===== config.mk =====
export PLATFORM = sky130hd
export DESIGN_NAME = steer_en_sm
export DESIGN_NICKNAME = d
export VERILOG_FILES = /design/src/rtl/steer_en_sm.sv
export SDC_FILE = /design/constraint.sdc
export NUM_CORES = 1
export LEC_CHECK = 0
export CAP_MARGIN = 20
export CORE_UTILIZATION = 40
export CTS_BUF_LIST = sky130_fd_sc_hd__clkbuf_4 sky130_fd_sc_hd__clkbuf_8 sky130_fd_sc_hd__clkbuf_16
export DETAILED_ROUTE_END_ITERATION = 7
export GPL_TIMING_DRIVEN = 0
export SYNTH_ARGS = -nofsm -noshare
export SYNTH_HDL_FRONTEND = slang
export SYNTH_SLANG_ARGS = --single-unit

===== constraint.sdc =====
create_clock -name clk -period 6.5 [get_ports clk]
set_input_delay 0.975 -clock clk [delete_from_list [all_inputs] [get_ports clk]]
set_output_delay 0.975 -clock clk [all_outputs]
set_load 0.01 [all_outputs]

===== src/rtl/steer_en_sm.sv =====
// Rider-presence and steering-enable controller: qualifies total load and left/right balance.
// Define STEER_FAST_SIM_EN to shorten the balance timer to 2**15 cycles for full-chip simulation.
module steer_en_sm #(
    parameter logic [11:0] MIN_RIDER_WT = 12'h200,
    parameter logic [11:0] WT_HYST      = 12'h040,
    parameter int          TMR_BITS     = 26
) (
    input  logic        clk,
    input  logic        rst,
    input  logic [11:0] left_ld,
    input  logic [11:0] right_ld,
    output logic        en_steer,
    output logic        rider_off
);

`ifdef STEER_FAST_SIM_EN
    localparam int TW = 15;
`else
    localparam int TW = TMR_BITS;
`endif

    // Terminal count minus one is simply all ones at the chosen timer width.
    localparam logic [TW-1:0] TMR_LAST = '1;
    localparam logic [12:0]   SUM_HI   = 13'(MIN_RIDER_WT) + 13'(WT_HYST);
    localparam logic [12:0]   SUM_LO   = 13'(MIN_RIDER_WT) - 13'(WT_HYST);

    typedef enum logic [1:0] {
        ST_IDLE     = 2'd0,
        ST_WAIT     = 2'd1,
        ST_STEER_EN = 2'd2
    } state_t;

    state_t        state_q, state_d;
    logic [TW-1:0] timer_q, timer_d;
    logic          en_steer_q, en_steer_d;
    logic          rider_off_q, rider_off_d;

    logic [12:0] sum;
    logic [11:0] diff;
    logic        sum_gt_min, sum_lt_min, diff_gt_1_4, diff_gt_15_16;

    always_comb begin
        sum           = {1'b0, left_ld} + {1'b0, right_ld};
        diff          = (left_ld >= right_ld) ? (left_ld - right_ld) : (right_ld - left_ld);
        sum_gt_min    = sum > SUM_HI;
        sum_lt_min    = sum < SUM_LO;
        diff_gt_1_4   = {1'b0, diff} > (sum >> 2);
        diff_gt_15_16 = {1'b0, diff} > (sum - (sum >> 4));
    end

    always_comb begin
        state_d = state_q;
        timer_d = '0;
        unique case (state_q)
            ST_IDLE: begin
                if (sum_gt_min) state_d = ST_WAIT;
            end
            ST_WAIT: begin
                // Weight loss outranks imbalance; imbalance restarts the stance timer.
                if (sum_lt_min)                state_d = ST_IDLE;
                else if (diff_gt_1_4)          timer_d = '0;
                else if (timer_q == TMR_LAST)  state_d = ST_STEER_EN;
                else                           timer_d = timer_q + 1'b1;
            end
            ST_STEER_EN: begin
                if (sum_lt_min)         state_d = ST_IDLE;
                else if (diff_gt_15_16) state_d = ST_WAIT;
            end
            default: state_d = ST_IDLE;
        endcase
        en_steer_d  = (state_d == ST_STEER_EN);
        rider_off_d = (state_d == ST_IDLE);
    end

    always_ff @(posedge clk) begin
        if (rst) begin
            state_q     <= ST_IDLE;
            timer_q     <= '0;
            en_steer_q  <= 1'b0;
            rider_off_q <= 1'b1;
        end else begin
            state_q     <= state_d;
            timer_q     <= timer_d;
            en_steer_q  <= en_steer_d;
            rider_off_q <= rider_off_d;
        end
    end

    assign en_steer  = en_steer_q;
    assign rider_off = rider_off_q;

endmodule


==> results <==
- The flow ran to the end, and the final reports show no timing, DRC or antenna violations.
- The worst path meets setup with 0.2234 ns of slack.
- The via density per instance is 5.607.
- Counting distinct cell types in the post-synthesis netlist gives 74.
- The count of clock tree sinks is 30.
- The nature of the critical path startpoint is an input port.
- The area growth from synthesis to layout is 16.20%.
- In this run the tightest slew margin relative to its limit is 45.59%.
- The depth of the CTS H-tree is 2.
- The tightest min-delay check is of the flip-flop to flip-flop type.
- Input and output buffers added on the ports amount to 27.
- The number of DRC violations after detailed routing is 0.
- The initial detailed-routing violation count is 192.
- Dividing the synthesized area by the synthesized cell count gives 8.371 sq um.
- Grouping stages by cell kind, the critical path spends the most delay in compound AO/OA/AOI/OAI gates.
- Of all nets on the critical path, the largest fanout is 10.
- The via count of the first global-routing pass came to 3,775.
- The area taken by flip-flops and latches is 600.6 sq um.
- The prevailing post-synth register cell is sky130_fd_sc_hd__dfxtp_1.
- The core utilization of the finished layout is 48.62%.
- For the worst setup path, the data required time is 6.68 ns.
- The number of antenna diodes in the final layout is 0.
- The post-route netlist has 14.92% of its cells at a drive strength greater than 1.
- The arrival time of the worst setup path is 6.45 ns.
- The number of synthesis warnings is 0.
- The die covers 11,370 sq um.
- Power spread over the standard cell area amounts to 220.8 nW/um^2.
- The remaining number of nets flagged by the antenna check after routing is 0.
- Counting flops and latches in the post-synthesis netlist gives 30.
- The I/O pin count is 28.
- The number of slew-limit violations in the final report is 0.
- The global-route congestion overflow total is 0.
- The number of hold buffers added after CTS was 0.
- The transition time at the pin with the least slew margin is 0.8103 ns.
- Setup repair after global routing could not meet its margin everywhere.
- Leaving out fill and tap cells, the most frequent cells in the layout are 62 x sky130_fd_sc_hd__ha_1, 42 x sky130_fd_sc_hd__inv_1, 30 x sky130_fd_sc_hd__a21oi_1, 30 x sky130_fd_sc_hd__xnor2_1, 30 x sky130_fd_sc_hd__dfxtp_1.
- The number of inserted filler cells in the final layout is 1,060.
- The max-capacitance violation count is 0.
- For this block, the routed nets add up to 10.57 mm of wire.
- The mapped cell area is 4378 sq um.
- Clock-pin slew was measured on the worst setup and hold paths at 0.07 ns.
- Across all layers, the routed design uses 3,919 vias.
- The cell with the largest stage delay on the worst path is sky130_fd_sc_hd__or4b_2.
- The number of nets in the synthesized netlist is 618.
- The number of nets in the final layout is 657.
- Of the synthesized area, sequential elements account for 13.72%.
- For this run, the detailed router's first-pass iteration total came to 4.
- In this run the horizontal extent of the chip is 106.6 microns.
- For this run, the top clock speed supported by timing is 0.1593 GHz.
- The detail-routed net length per standard cell is 15.12 microns.
- The clock network latency to the later pin of the worst-skew pair is 0.28 ns.
- For this configuration, the core starts out at a cell density of 41.84%.
- The multi-input logic area is 3563 sq um.
- Synthesis produced 523 cells.
- The final count of hold timing violations is 0.
- The first global-routing pass estimated 17.60 mm of wire.
- In this run the deepest clock path goes through 2 buffers.
- The initialized floorplan defines 37 standard-cell rows.
- The initial antenna violation count is 0.
- The worst clock skew on the final layout is 0.006383 ns.
- The post-route minimum period is 6.277 ns.
- The most frequent standard cell in the layout excluding fill and tap cells is sky130_fd_sc_hd__ha_1.
- The number of CTS-inserted buffers is 5.
- The die is 106.6 microns tall.
- The core region is 10,460 sq um.
- Together, buffers and inverters on the worst path number 4.
- The type of element capturing the critical path is a flip-flop.
- The half-perimeter wire length of the detailed placement result is 8.555 mm.
- The largest single stage delay on the critical path is 0.64 ns.
- After layout, the worst path uses 96.56% of the clock period.
- The static power due to leakage is 2.200 nW.
- The TritonCTS clock tree is built.
- Entering global routing, the biggest net connects 11 pins.
- The worst-case IR drop observed on VDD is 71.66 uV.
- The count of flip-flops with a built-in enable after synthesis is 0.
- For this run, asynchronously set or reset flops after synthesis account for 0%.
- Global routing consumed, over all layers together, 19.03% of the routing resources.
- In this run the clock root is driven by a sky130_fd_sc_hd__clkbuf_8.
- The critical setup path kind is input port to flip-flop.
- The post-place setup slack is -0.5538 ns.
- The placer's final routability congestion estimate is 0.8424.
- The total setup violations reported at the end of the flow is 0.
## logic make-up after synthesis
logic type	count (synthesis)	synth area share (%)
simple gates	158	21.81
xor+xnor	61	12.83
mux	13	3.001
compound gates	123	20.52
fa+ha+maj	69	20.41
flops	30	13.72
buf+inv	69	7.716
## cells in the mapped netlist, types with 6 or more instances
cell type,number,area (sq um)
sky130_fd_sc_hd__a21o_1,16,120.1
sky130_fd_sc_hd__clkbuf_1,6,22.52
sky130_fd_sc_hd__nor3_1,12,60.06
sky130_fd_sc_hd__xnor2_1,32,280.3
sky130_fd_sc_hd__dfxtp_1,30,600.6
sky130_fd_sc_hd__ha_1,65,813.3
sky130_fd_sc_hd__mux2i_1,12,120.1
sky130_fd_sc_hd__nand3_1,16,80.08
sky130_fd_sc_hd__a21oi_1,31,155.2
sky130_fd_sc_hd__inv_1,43,161.4
sky130_fd_sc_hd__nor2_1,18,67.56
sky130_fd_sc_hd__buf_2,7,35.03
sky130_fd_sc_hd__nor2b_1,10,62.56
sky130_fd_sc_hd__o21a_1,6,45.04
sky130_fd_sc_hd__nand2_1,29,108.9
sky130_fd_sc_hd__nand4_1,6,37.54
sky130_fd_sc_hd__o21ai_0,7,35.03
sky130_fd_sc_hd__xor2_1,27,236.5
sky130_fd_sc_hd__and3_1,14,87.58
sky130_fd_sc_hd__nor3_2,20,200.2
sky130_fd_sc_hd__a31oi_1,9,56.30
sky130_fd_sc_hd__o21bai_1,7,52.55
## layer usage
metal | vias to the layer above | share of wire, % | wire (microns) | track usage (%)
li1 | 1958 | - | - | -
met1 | 1863 | 49 | 5194 | 25.89
met2 | 76 | 45 | 4795 | 31.61
met3 | 22 | 3.1 | 329 | 2.675
met4 | 0 | 2.4 | 250 | 4.501
met5 | - | 0 | 0 | 0
## power by group
part           total (W)  switching (W)  internal (W)
clock           0.000157      0.0000725     0.0000850
combinational   0.000777       0.000435      0.000342
sequential      0.000189     0.00000244      0.000187
total            0.00112       0.000510      0.000613
## what timing repair did
action / in CTS / in global routing
setup buffers: 2 / 3
gates resized for setup: 6 / 26
pin swaps: 2 / 8
setup endpoints to repair: 3 / 3
## metrics by stage
stage	cell area [sq um]	hold slack, ns	power, W	std cells	setup TNS (ns)
after floorplan	4378	0.4369	0.0007472	523	0
after global placement	4818	0.4509	0.0008927	686	-1.503
after detailed placement	4818	0.4631	0.0009089	686	-1.557
after CTS	4965	0.4732	0.001083	696	0
after global routing	5087	0.5003	0.001228	699	-0.1973
final	5087	0.4779	0.001124	699	0
## worst paths after layout
path,startpoint,to,slack (ns),cells past startpoint
hold reg to reg,timer_q[0],timer_q[0],0.48,1
setup / recovery,left_ld[2],en_steer,0.22,26
setup reg to reg,timer_q[0],timer_q[17],3.42,9
hold / removal,timer_q[0],timer_q[0],0.48,1
## state kept, by name, summed over array words and instances, names as in the netlist
register   count
rider_off      1
timer_q       26
en_steer       1
state_q        2
## cell type report
type | count | area share (%)
plain buffers | 22 | 3.222
clock buffers | 6 | 1.623
clock inverters | 2 | 0.2459
inverters | 47 | 3.615
multi-input cells | 424 | 70.04
flip-flops and latches | 30 | 11.81
well taps | 136 | 3.345
repair buffers | 32 | 6.099
Note: power is estimated with default switching activity, not from simulation.
